## config.mk

```make
export PLATFORM = sky130hd
export DESIGN_NAME = rr_arb
export DESIGN_NICKNAME = d
export VERILOG_FILES = /design/src/rtl/rr_arb_pkg.sv /design/src/rtl/rr_arb_pp_enc.sv /design/src/rtl/rr_arb.sv
export SDC_FILE = /design/constraint.sdc
export NUM_CORES = 1
export LEC_CHECK = 0
export ABC_CLOCK_PERIOD_IN_PS = 3050
export CAP_MARGIN = 10
export CORE_UTILIZATION = 40
export DETAILED_ROUTE_END_ITERATION = 7
export PLACE_DENSITY_LB_ADDON = 0.12
export SKIP_LAST_GASP = 1
export SLEW_MARGIN = 20
export SYNTH_ARGS = -nofsm -noshare
export SYNTH_HDL_FRONTEND = slang
export SYNTH_SLANG_ARGS = --single-unit
```

## constraint.sdc

```tcl
create_clock -name clk -period 3.05 [get_ports clk]
set_input_delay 0.4575 -clock clk [delete_from_list [all_inputs] [get_ports clk]]
set_output_delay 0.4575 -clock clk [all_outputs]
set_load 0.01 [all_outputs]
```

## src/rtl/rr_arb_pkg.sv

```systemverilog
// Shared types and constants for the round-robin arbiter.
package rr_arb_pkg;

  // Arbiter FSM states: IDLE means no grant is held, GRANT means exactly one is held.
  typedef enum logic {
    IDLE  = 1'b0,
    GRANT = 1'b1
  } state_t;

  localparam int DEFAULT_N        = 4;
  localparam int DEFAULT_MAX_HOLD = 8;

  // Width of the priority pointer and the owner index. It is never narrower than one bit.
  function automatic int ptr_width(input int n);
    return (n > 2) ? $clog2(n) : 1;
  endfunction

endpackage

```

## src/rtl/rr_arb_pp_enc.sv

```systemverilog
// Programmable priority encoder (pp_enc). It returns the first requester at or after
// ptr, wrapping modulo N, as a one-hot vector. The block is purely combinational.
module pp_enc
  import rr_arb_pkg::*;
#(
  parameter int N = DEFAULT_N
) (
  input  logic [ptr_width(N)-1:0] ptr,
  input  logic [N-1:0]            req,
  output logic [N-1:0]            gnt,
  output logic                    any_gnt
);

  localparam int PW = ptr_width(N);

  logic [N-1:0]  w_rot;
  logic [PW-1:0] w_off;
  logic          w_found;
  logic [PW-1:0] w_idx;

  // Rotate the requests so that index 0 of w_rot is the requester at ptr.
  // N is a power of two, so truncating the sum performs the modulo.
  genvar gi;
  generate
    for (gi = 0; gi < N; gi++) begin : g_rot
      assign w_rot[gi] = req[ptr + PW'(gi)];
    end
  endgenerate

  // Fixed-priority search on the rotated vector: the lowest offset wins.
  always_comb begin
    w_off   = '0;
    w_found = 1'b0;
    for (int i = 0; i < N; i++) begin
      if (!w_found && w_rot[i]) begin
        w_found = 1'b1;
        w_off   = PW'(i);
      end
    end
  end

  assign w_idx   = ptr + w_off;
  assign gnt     = w_found ? (N'(1) << w_idx) : '0;
  assign any_gnt = w_found;

endmodule

```

## src/rtl/rr_arb.sv

```systemverilog
// Round-robin arbiter with registered grant outputs.
// Optional build macro RR_ARB_TIMEOUT_EN limits each grant tenure to MAX_HOLD cycles.
module rr_arb
  import rr_arb_pkg::*;
#(
  parameter int N        = DEFAULT_N,
  parameter int MAX_HOLD = DEFAULT_MAX_HOLD
) (
  input  logic                    clk,
  input  logic                    rst,
  input  logic [N-1:0]            req,
  output logic [N-1:0]            gnt,
  output logic                    any_gnt,
  output logic [ptr_width(N)-1:0] owner,
  output logic                    timeout
);

  localparam int PW = ptr_width(N);

  state_t        r_state;
  logic [N-1:0]  r_gnt;
  logic          r_any;
  logic [PW-1:0] r_owner;
  logic [PW-1:0] r_ptr;

  logic [N-1:0]  w_req_m;
  logic [N-1:0]  w_cand;
  logic          w_cand_any;
  logic [PW-1:0] w_cand_idx;
  logic          w_owner_req;
  logic          w_expire;
  logic          w_keep;

  // Mask the current owner out of arbitration. On a normal release its request is
  // already low. On a forced release the mask keeps the owner from winning again at once.
  // In IDLE r_gnt is zero, so nothing is masked.
  assign w_req_m     = req & ~r_gnt;
  assign w_owner_req = req[r_owner];
  assign w_keep      = (r_state == GRANT) && w_owner_req && !w_expire;

  pp_enc #(.N(N)) u_pp_enc (
    .ptr     (r_ptr),
    .req     (w_req_m),
    .gnt     (w_cand),
    .any_gnt (w_cand_any)
  );

  // Convert the one-hot candidate to its index for owner and for the pointer update.
  always_comb begin
    w_cand_idx = '0;
    for (int i = 0; i < N; i++) begin
      if (w_cand[i]) w_cand_idx = PW'(i);
    end
  end

  // Arbiter FSM: hold the grant while the owner keeps requesting; otherwise re-arbitrate or go idle.
  always_ff @(posedge clk or posedge rst) begin
    if (rst) begin
      r_state <= IDLE;
      r_gnt   <= '0;
      r_any   <= 1'b0;
      r_owner <= '0;
      r_ptr   <= '0;
    end else if (w_keep) begin
      r_state <= GRANT;
    end else if (w_cand_any) begin
      r_state <= GRANT;
      r_gnt   <= w_cand;
      r_any   <= 1'b1;
      r_owner <= w_cand_idx;
      r_ptr   <= w_cand_idx + PW'(1);
    end else begin
      r_state <= IDLE;
      r_gnt   <= '0;
      r_any   <= 1'b0;
    end
  end

`ifdef RR_ARB_TIMEOUT_EN
  localparam int HW = $clog2(MAX_HOLD + 1);

  logic [HW-1:0] r_hold;
  logic          r_timeout;

  // The counter value is the number of cycles gnt has been visible to the current owner.
  assign w_expire = (r_state == GRANT) && (r_hold == HW'(MAX_HOLD));

  // Track tenure length and flag releases that were forced on a still-requesting owner.
  always_ff @(posedge clk or posedge rst) begin
    if (rst) begin
      r_hold    <= '0;
      r_timeout <= 1'b0;
    end else begin
      r_timeout <= w_expire && w_owner_req;
      if (w_keep)          r_hold <= r_hold + HW'(1);
      else if (w_cand_any) r_hold <= HW'(1);
      else                 r_hold <= '0;
    end
  end

  assign timeout = r_timeout;
`else
  assign w_expire = 1'b0;
  assign timeout  = 1'b0;
`endif

  assign gnt     = r_gnt;
  assign any_gnt = r_any;
  assign owner   = r_owner;

endmodule

```

==> flow_summary_export.csv <==
group,metric,value,unit
power_and_ir_drop,p_leak,0.335,nW
global_route,grt_pass1_vias,584,
floorplan,rows,14,
floorplan,die_h,43.4,um
floorplan,design.die.area,0.00188,sq mm
clock_network,cts_sinks,10,
sta,finalHoldViolCount,0,
clock_network,htreeDepth,1,
setup_path,critPathCaptureType,"register",
synthesis,synth_cell_type_count,32,
setup_path,critPathMaxFanout,7,
sta,finalCriticalPeriod,2.41,ns
detailed_routing,wl_per_cell,15.3,um
setup_path,r2r-start,"gnt[1]",
hold_path,hold_class,"input pin to asynchronous set/reset pin",
clock_network,post-cts-setup-buffers,0,
sta,rsz0062_at_grt,"no",
global_route,met1_usage,0.254,
setup_path,worst_path_max_delay_cell,"clkdlybuf4s50_1",
power_and_ir_drop,p_per_area,1140,mW/mm^2
clock_network,cts_buffer_depth,2,
global_route,grt_max_degree,13,
sta,finalSetupViolations,0,
synthesis,synthFlopType,"dfrtp_1",
detailed_routing,first_iter_violations,16,
synthesis,synth_warnings,0,
clock_network,clkSlewWorstSetupHoldPaths,0.07,ns
detailed_routing,wl,1590,um
global_route,grt_usage,0.188,
synthesis,netlist_area,686,sq um
job,timing.max_cap.violations,0,
sta,fin_skew,0.00296,ns
detailed_routing,antenna_left,0,
finish,nets,97,
clock_network,cts_resized,0,
clock_network,clkLatencyLatePin,0.26,ns
placement,dpl_cell_area,811,sq um
placement,finalWeightedCongestion,0.853,
floorplan,num_io_pins,14,
global_route,grt_pass1_wl,2590,um
setup_path,ff2ff_setup_slack,0.82,ns
detailed_routing,avgViaCountPerCell,5.89,
global_route,antenna_found_initial,0,
synthesis,synthCells,76,
sta,fin_setup_tns,0,ns
finish,drive_above_1_share,0.0909,
global_route,use_met2,0.288,
floorplan,core,0.00156,sq mm
detailed_routing,remaining_drc_errors,0,
outcome,status,"finished clean",
global_route,grt_use_met3,0.0375,
setup_path,crit_arrival,2.56,ns
global_route,gr-max-usage-layer,"met2",
setup_path,cpPeakStageDelay,0.43,ns
setup_path,worstPathCellList,"clkdlybuf4s50_1 > nand2b_1 > nor3_1 > a311oi_1 > o211ai_1 > ha_1 > xnor2_1 > nor4_1 > nand2b_1 > xnor2_1",
clock_network,cts_tree,"built",
placement,dp_hpwl,1240,um
finish,final_util,0.535,
clock_network,numCtsBuffers,3,
synthesis,synth-async-reset-ratio,1.00,
synthesis,yosysSeqAreaShare,0.365,
finish,final_area,833,sq um
finish,layout_commonest_cell,"clkdlybuf4s50_1",
finish,area_growth,21.5,%
sta,hold_ws,0.476,ns
detailed_routing,drtPass1Iterations,4,
floorplan,die_w,43.4,um
setup_path,startpoint_type,"input pin",
setup_path,path_buf_inv,1,
synthesis,syn_avg_cell_area,9.02,sq um
finish,most-common-layout-cells,"clkdlybuf4s50_1 (12), dfrtp_1 (10), nand2_1 (9), nor2_1 (5), o2111ai_1 (5)",
global_route,grt_overflow_total,0,
synthesis,ys_ff_latch,10,
detailed_routing,vias,613,
floorplan,start_util,0.440,
sta,maxSlewViolCount,0,
setup_path,crit_family,"simple AND/OR/NAND/NOR gates",
clock_network,hold_buffers,0,
power_and_ir_drop,vdd_drop_max,0.000559,V
clock_network,root_buffer,"clkbuf_4",
setup_path,worstRegToRegCells,9,
placement,portBuffers,12,
synthesis,synth_edf_count,0,
sta,fin_crit_sh,0.791,
setup_path,setup.worst_path.class,"input pin to register",
synthesis,synth_fp_nets,83,
finish,num_antenna_cells,0,
setup_path,r2r-end,"r_ptr[1]",
setup_path,worstPathRequired,3.20,ns
sta,max_clock_freq,0.414,GHz
-- where the power goes --
part / internal [mW] / switching, mW / leakage [nW]
clock network: 0.0456 / 0.0447 / 0.0138
logic: 0.290 / 0.310 / 0.203
registers: 0.193 / 0.0701 / 0.118
-- kinds of logic after synthesis --
group,share of synthesized area
AO/OA/AOI/OAI,0.286
buffers and inverters,0.0602
flip-flops,0.365
multiplexers,0.0328
AND/OR/NAND/NOR,0.193
other,0.00547
XOR/XNOR,0.0383
adder cells (fa/ha/maj),0.0182
-- per-layer routing --
metal	vias to the layer above	part of all wire
met4	0	0.016
met5	-	0
met1	293	0.49
li1	306	-
met3	4	0.031
met2	10	0.46
-- how the worst max path moves through the flow --
stage	startpoint	to	slack, ns	depth (start not counted)
final	req[1]	r_ptr[1]	0.64	10
after global routing	req[3]	r_ptr[1]	0.55	9
after CTS	req[0]	r_ptr[1]	0.65	10
after detailed placement	req[0]	r_ptr[1]	0.38	10
after global placement	req[2]	r_ptr[1]	0.37	10
after floorplan	req[2]	r_ptr[1]	0.86	10
-- worst register-to-register path, cell delays in order (launching register included) --
cell and delay (ns):
dfrtp_1 0.40, nand2b_1 0.28, nor3_1 0.09, a311oi_1 0.28, o211ai_1 0.13, ha_1 0.36
xnor2_1 0.25, nor4_1 0.06, nand2b_1 0.15, xnor2_1 0.12
-- sequential cells by signal, summed over array words and instances, names as in the netlist --
name,count
any_gnt,1
gnt,4
owner,2
r_ptr,2
r_state,1
-- cells in the mapped netlist (all sizes together) (2+ instances only) --
library cell / instances / area [sq um]
a21oi: 3 / 15.0
nor3: 2 / 10.0
o21ai: 4 / 20.0
nor2b: 4 / 25.0
clkbuf: 3 / 11.3
nor2: 5 / 18.8
o211ai: 2 / 15.0
nand2: 9 / 33.8
o2111ai: 5 / 43.8
buf: 2 / 18.8
a311oi: 2 / 17.5
dfrtp: 10 / 250
xnor2: 3 / 26.3
nand2b: 4 / 25.0
inv: 3 / 11.3
-- layout make-up --
cell class	instances	area (sq um)
Tap cell	16	20.0
Multi-Input combinational cell	58	394
Clock buffer	3	22.5
Sequential cell	10	250
Timing Repair Buffer	14	135
Inverter	3	11.3
Fill cell	163	726
-- through the flow --
step	cells	power, mW	worst slack [ns]
4_1_cts	104	0.957	0.652
3_5_place_dp	101	0.862	0.377
5_1_grt	104	1.02	0.545
2_1_floorplan	76	0.700	0.860
6_report	104	0.953	0.637
3_3_place_gp	101	0.854	0.365
No activity file was read; power rests on OpenSTA's default activity.
